## src/rtl/ctrl_pipe_regs.sv

```systemverilog
// Control-bundle pipeline registers (ID/EX, EX/MEM, MEM/WB) with load-use bubble insertion.
// Optional macro FWD_UNIT_EN adds EX-stage source tracking and forwarding-select outputs.
module ctrl_pipe_regs #(
    parameter int unsigned WB_W  = 2,
    parameter int unsigned M_W   = 3,
    parameter int unsigned EX_W  = 8,
    parameter int unsigned REG_W = 5
) (
    input  logic             clk,
    input  logic             rst,
    input  logic [WB_W-1:0]  id_wb,
    input  logic [M_W-1:0]   id_m,
    input  logic [EX_W-1:0]  id_ex,
    input  logic             id_valid,
    input  logic [REG_W-1:0] id_rs,
    input  logic [REG_W-1:0] id_rt,
    input  logic [REG_W-1:0] id_rd,
    input  logic             stall,
    input  logic             flush,
    output logic [EX_W-1:0]  ex_ex,
    output logic [M_W-1:0]   ex_m,
    output logic [WB_W-1:0]  ex_wb,
    output logic [M_W-1:0]   mem_m,
    output logic [WB_W-1:0]  mem_wb,
    output logic [WB_W-1:0]  wb_wb,
    output logic [REG_W-1:0] ex_dst,
    output logic [REG_W-1:0] mem_dst,
    output logic [REG_W-1:0] wb_dst,
    output logic             lu_stall
`ifdef FWD_UNIT_EN
    ,
    output logic [1:0]       fwd_a,
    output logic [1:0]       fwd_b
`endif
);

    localparam int unsigned REGDST_BIT   = 7;
    localparam int unsigned MEMREAD_BIT  = 1;
    localparam int unsigned REGWRITE_BIT = 1;

    logic [EX_W-1:0]  ex_ex_q,  ex_ex_d;
    logic [M_W-1:0]   ex_m_q,   ex_m_d;
    logic [WB_W-1:0]  ex_wb_q,  ex_wb_d;
    logic [REG_W-1:0] ex_dst_q, ex_dst_d;
    logic [M_W-1:0]   mem_m_q,  mem_m_d;
    logic [WB_W-1:0]  mem_wb_q, mem_wb_d;
    logic [REG_W-1:0] mem_dst_q, mem_dst_d;
    logic [WB_W-1:0]  wb_wb_q,  wb_wb_d;
    logic [REG_W-1:0] wb_dst_q, wb_dst_d;
`ifdef FWD_UNIT_EN
    logic [REG_W-1:0] ex_rs_q, ex_rs_d;
    logic [REG_W-1:0] ex_rt_q, ex_rt_d;
`endif

    // Load in EX whose destination feeds a source of the instruction in ID.
    always_comb begin
        lu_stall = ex_m_q[MEMREAD_BIT] && (ex_dst_q != '0) && id_valid &&
                   ((ex_dst_q == id_rs) || (ex_dst_q == id_rt));
    end

    // ID/EX: flush beats stall; stall beats bubble insertion.
    always_comb begin
        ex_ex_d  = ex_ex_q;
        ex_m_d   = ex_m_q;
        ex_wb_d  = ex_wb_q;
        ex_dst_d = ex_dst_q;
`ifdef FWD_UNIT_EN
        ex_rs_d  = ex_rs_q;
        ex_rt_d  = ex_rt_q;
`endif
        if (flush || (!stall && (lu_stall || !id_valid))) begin
            ex_ex_d  = '0;
            ex_m_d   = '0;
            ex_wb_d  = '0;
            ex_dst_d = '0;
`ifdef FWD_UNIT_EN
            ex_rs_d  = '0;
            ex_rt_d  = '0;
`endif
        end else if (!stall) begin
            ex_ex_d  = id_ex;
            ex_m_d   = id_m;
            ex_wb_d  = id_wb;
            ex_dst_d = id_ex[REGDST_BIT] ? id_rd : id_rt;
`ifdef FWD_UNIT_EN
            ex_rs_d  = id_rs;
            ex_rt_d  = id_rt;
`endif
        end
    end

    // EX/MEM and MEM/WB only freeze on a global stall; a flush lets the branch retire.
    always_comb begin
        mem_m_d   = mem_m_q;
        mem_wb_d  = mem_wb_q;
        mem_dst_d = mem_dst_q;
        wb_wb_d   = wb_wb_q;
        wb_dst_d  = wb_dst_q;
        if (!stall) begin
            mem_m_d   = ex_m_q;
            mem_wb_d  = ex_wb_q;
            mem_dst_d = ex_dst_q;
            wb_wb_d   = mem_wb_q;
            wb_dst_d  = mem_dst_q;
        end
    end

    always_ff @(posedge clk or posedge rst) begin
        if (rst) begin
            ex_ex_q   <= '0;
            ex_m_q    <= '0;
            ex_wb_q   <= '0;
            ex_dst_q  <= '0;
            mem_m_q   <= '0;
            mem_wb_q  <= '0;
            mem_dst_q <= '0;
            wb_wb_q   <= '0;
            wb_dst_q  <= '0;
`ifdef FWD_UNIT_EN
            ex_rs_q   <= '0;
            ex_rt_q   <= '0;
`endif
        end else begin
            ex_ex_q   <= ex_ex_d;
            ex_m_q    <= ex_m_d;
            ex_wb_q   <= ex_wb_d;
            ex_dst_q  <= ex_dst_d;
            mem_m_q   <= mem_m_d;
            mem_wb_q  <= mem_wb_d;
            mem_dst_q <= mem_dst_d;
            wb_wb_q   <= wb_wb_d;
            wb_dst_q  <= wb_dst_d;
`ifdef FWD_UNIT_EN
            ex_rs_q   <= ex_rs_d;
            ex_rt_q   <= ex_rt_d;
`endif
        end
    end

`ifdef FWD_UNIT_EN
    // Forwarding selects: the younger EX/MEM result takes precedence over MEM/WB.
    always_comb begin
        fwd_a = 2'b00;
        fwd_b = 2'b00;
        if (mem_wb_q[REGWRITE_BIT] && (mem_dst_q != '0) && (mem_dst_q == ex_rs_q)) begin
            fwd_a = 2'b10;
        end else if (wb_wb_q[REGWRITE_BIT] && (wb_dst_q != '0) && (wb_dst_q == ex_rs_q)) begin
            fwd_a = 2'b01;
        end
        if (mem_wb_q[REGWRITE_BIT] && (mem_dst_q != '0) && (mem_dst_q == ex_rt_q)) begin
            fwd_b = 2'b10;
        end else if (wb_wb_q[REGWRITE_BIT] && (wb_dst_q != '0) && (wb_dst_q == ex_rt_q)) begin
            fwd_b = 2'b01;
        end
    end
`endif

    assign ex_ex   = ex_ex_q;
    assign ex_m    = ex_m_q;
    assign ex_wb   = ex_wb_q;
    assign ex_dst  = ex_dst_q;
    assign mem_m   = mem_m_q;
    assign mem_wb  = mem_wb_q;
    assign mem_dst = mem_dst_q;
    assign wb_wb   = wb_wb_q;
    assign wb_dst  = wb_dst_q;

endmodule

```

## config.mk

```make
export PLATFORM = sky130hd
export DESIGN_NAME = ctrl_pipe_regs
export DESIGN_NICKNAME = d
export VERILOG_FILES = /design/src/rtl/ctrl_pipe_regs.sv
export SDC_FILE = /design/constraint.sdc
export NUM_CORES = 1
export LEC_CHECK = 0
export ABC_CLOCK_PERIOD_IN_PS = 1700
export BUFFER_PORTS_ARGS = -buffer_cell sky130_fd_sc_hd__buf_2
export CORE_UTILIZATION = 40
export CTS_CLUSTER_SIZE = 20
export DETAILED_ROUTE_END_ITERATION = 16
export PLACE_DENSITY = 0.72
export SETUP_SLACK_MARGIN = 0.5
export SYNTH_ARGS = -nofsm -noshare
export SYNTH_HDL_FRONTEND = slang
export SYNTH_SLANG_ARGS = --single-unit
```

## constraint.sdc

```tcl
create_clock -name clk -period 1.7 [get_ports clk]
set_input_delay 0.255 -clock clk [delete_from_list [all_inputs] [get_ports clk]]
set_output_delay 0.255 -clock clk [all_outputs]
set_load 0.01 [all_outputs]
```

==> results.md <==
- The flow ran to the end, but the final reports show violations.
- The final reports fail on setup timing.
- between 60 and 70 I/O pins were placed.
- The library cell occupying the most area in the post-synthesis netlist is dfrtp_1.
- The synthesized design contains 0 enable-type register cells.
- Setup repair after global routing could not meet its margin everywhere.
- The start-to-end type of the worst setup path is reg -> out.
- Counting distinct cell types in the post-synthesis netlist gives 20.
- The CTS H-tree depth is 2.
- The largest voltage drop on the vdd net is 476.3 uV.
- The type of the worst min-delay path is in -> async.
- The post-placement cell count is 261.
- The total CTS buffers is 5.
- TritonCTS built the clock tree.
- The met1 routing resource usage after global routing is 24.24%.
- After clock tree synthesis, the clock-pin slew on the worst setup and hold paths is approximately 0.070 ns.
- The maximum number of pins on one net before global-route repair is 37.
- The analysis attributes to net switching a power of between 500 and 600 uW.
- The vias per cell is roughly 5.2.
- The leakage power figure is between 0.001 and 0.0015 uW.
- The design internal power is between 1000 and 1500 uW.
- The placeable core area is about 4000 um2.
- Summing over every cut layer, the via total after detailed routing is 1410.
- For this run, global-route usage on met3 was measured as under 10%.
- The worst max-slew margin expressed relative to the limit is a little under three quarters.
- The count of final max-slew check failures is 0.
- The clock tree skew after final layout is 0.004197 ns.
- The maximum net fanout on the critical path is 2.
- For this run, the detailed router's first-pass iteration total came to 4.
- At the end of routability-driven placement, the weighted congestion stood at roughly 0.76.
- The busiest layer in global routing is met2.
- The number of antenna violations at the first check in global routing is 0.
- The number of nets in the synthesized netlist is between 150 and 200.
- The critical path startpoint category is a flip-flop.
- The later pin in the worst-skew pair is clocked with a latency of about 0.28 ns.
- Across all setup checks in the final design, the least slack found is -0.1690 ns.
- The final wirelength is between 3000 and 4000 um.
- The global routing usage summed across all routing layers is 19.06%.
- The layout overhead on the synthesized area is 35.02%.
- The post-synthesis instance area is between 1500 and 2000 um2.
- For the pin with the worst max-slew slack, the measured transition is approximately 0.43 ns.
- Counting flops with an async set or reset pin after synthesis yields a share of 100.0%.
- The effective utilization at floorplan is 41.77%.
- The tool flagged a number of max-cap violations equal to 0.
- The multi-input combinational cells in the finished layout cover a total of between 700 and 800 um2.
- The count of final setup violators is 15.
- Sorting the synthesized cells by area gives the leading types as dfrtp_1 (52%), mux2_2 (15%), a32oi_1 (9.4%).
- The count of buffers added on input and output ports is 68.
- The final cell count without fillers is between 200 and 300.
- The final net count is 252.
- The number of warnings issued by yosys is 0.
- The register area is around 900 um2.
- The tree built by TritonCTS fans out to 35 sinks.
- The first-iteration detailed-routing DRC count is 36.
- After synthesis, the most frequently instantiated cells are dfrtp_1 (35), mux2_2 (22), nand2_1 (20).
- The buffer cell driving the clock tree root is clkbuf_8.
- Yosys instantiated no cell more often than dfrtp_1.
- The data required time at the worst endpoint is approximately 1.4 ns.
- At the worst endpoint, the arrival time is around 1.6 ns.
- Once detail routing completed, the nets flagged for antenna violations numbered 0.
- The remaining design rule violation count is 0.
- The power per unit of standard cell area is roughly 860 nW/um2.
- The top cell type by area accounts for roughly 52% of the synthesized area.
- The prevailing post-synth register cell is dfrtp_1.
- The post-detailed-placement cell area is ~2100 um2.
- At the placement stage, the worst setup path has a slack of -0.02595 ns.
- The die covers around 4500 um2.
- Sequential elements use ~52% of the synthesized area.
- The flip-flop and latch count after synthesis is 35.
- The detailed placement HPWL is 2721 um.
- The floorplan has 23 rows.
- The residual overflow from global routing is 0.
- The longest clock path from root to sink contains 2 buffers.
- The clock network accounts for between 20% and 30% of the total power.
- The number of inserted diodes is 0.
- The total negative setup slack is -0.7923 ns.
- The number of global-route vias before repair is between 1000 and 1500.
- Of the total power, registers draw about half.
- The detailed-route wire length per cell is approximately 15 um.
- Of the available clock period, the critical path in the final layout requires 109.9%.
- The number of cells produced by synthesis is 142.
- The net switching fraction of the power is between 20% and 30%.
- The first global-routing pass estimated 6210 um of wire.
- In the final layout, the share of cells above drive strength 1 is roughly 55%.
- The number of fill cells is around 360.
- The sort of element at the end of the critical path is a primary output.
- The final number of hold-violating endpoints was 0.
- The die is roughly 67 um tall.
- In this run, the combinational gates consume between 20 and 25% of the power.
- After synthesis, the mean cell area works out to between 10 and 15 um2.
- Measured along the x axis, the die boundary spans around 67 um.
- Once layout is done, the placed cells without fillers occupy 2272 um2.
- Based on the critical path, the design can be clocked at up to 535.0 MHz.
- In the global route stage, met2 resource usage came out at ~31%.
- The minimum period implied by the final worst setup slack is about 1.9 ns.
critical path: stages, from the launching register on:
cell and delay (ns):
dfrtp_2 0.40, or4_4 0.54, o211ai_4 0.22, nor2b_4 0.06, buf_6 0.12
metrics by stage:
stage	power [uW]	utilization, %	hold slack (ns)
CTS	1966	55.87	0.07646
finish	1948	56.40	0.06283
global route	2056	56.40	0.09948
global placement	1381	53.01	0.3760
detailed placement	1393	53.01	0.3744
floorplan	1207	-	0.3823
logic make-up after synthesis:
logic type | share of synthesized area, %
AOI/OAI and AO/OA | 16.95
DFF | 52.04
and+or+nand+nor | 7.212
muxes | 14.72
buffers and inverters | 3.865
xor gates and xnor gates | 5.204
timing repair:
| item | in CTS | in global routing |
|---|---|---|
| hold buffers | 0 | 0 |
| endpoints found under the setup margin | 23 | 25 |
| resized for setup | 5 | 4 |
| buffers inserted | 1 | 0 |
| hold endpoints to repair | 0 | 0 |
| pin swaps | 2 | 2 |
layer usage:
layer  share of wire, %  wire length (um)
met5                  0                 0
met3                6.5               258
met2                 46              1852
met1                 46              1838
met4               0.88                35
area by class of cell:
| type | instances | area share [%] |
|---|---|---|
| Clock inverter | 1 | 0.2203 |
| Multi-Input combinational cell | 96 | 34.14 |
| Inverter | 1 | 0.1652 |
| Sequential cell | 35 | 38.71 |
| Clock buffer | 7 | 3.359 |
| Timing Repair Buffer | 80 | 20.65 |
| Tap cell | 50 | 2.753 |
cell usage in the layout, fill, tap and decap left out:
cell type,n
nand3_1,1
clkbuf_1,2
o21ai_1,14
or4_4,1
dfrtp_2,3
buf_4,9
nand3_2,1
mux2_2,22
nor2b_1,1
nand2_1,20
o21ai_0,3
dfrtp_1,32
o211ai_4,1
clkinv_2,1
buf_6,5
o21ai_2,1
clkbuf_8,5
xnor2_2,2
nor2b_4,1
buf_12,1
a32oi_1,18
o22ai_2,1
buf_2,65
nor3b_4,1
inv_1,1
xnor2_1,8
power by group through the flow:
stage / registers (uW) / logic (uW) / clock network (uW)
floorplan: 1020 / 191 / 0
global placement: 971 / 411 / 0
detailed placement: 973 / 420 / 0
CTS: 959 / 431 / 577
global route: 969 / 477 / 610
finish: 960 / 436 / 552
worst paths after layout:
check,from,endpoint,slack [ns],cells after the start
worst max register to register,ex_dst[1]$_DFFE_PP0P_,ex_ex[1]$_DFFE_PP0P_,-0.07,6
worst min register to register,ex_ex[7]$_DFFE_PP0P_,ex_ex[7]$_DFFE_PP0P_,0.49,2
worst max-delay path,ex_dst[1]$_DFFE_PP0P_,lu_stall,-0.17,4
worst min-delay path,rst,ex_m[2]$_DFFE_PP0P_,0.06,3
max in group asynchronous,rst,ex_m[1]$_DFFE_PP0P_,1.31,3
min in group clk,id_m[1],ex_m[1]$_DFFE_PP0P_,0.21,3
sequential cells by signal (all words and copies together) (netlist names):
register	count
ex_ex	8
ex_dst	5
mem_dst	5
wb_dst	5
ex_m	3
mem_m	3
ex_wb	2
mem_wb	2
wb_wb	2
Note: power is estimated with default switching activity, not from simulation.
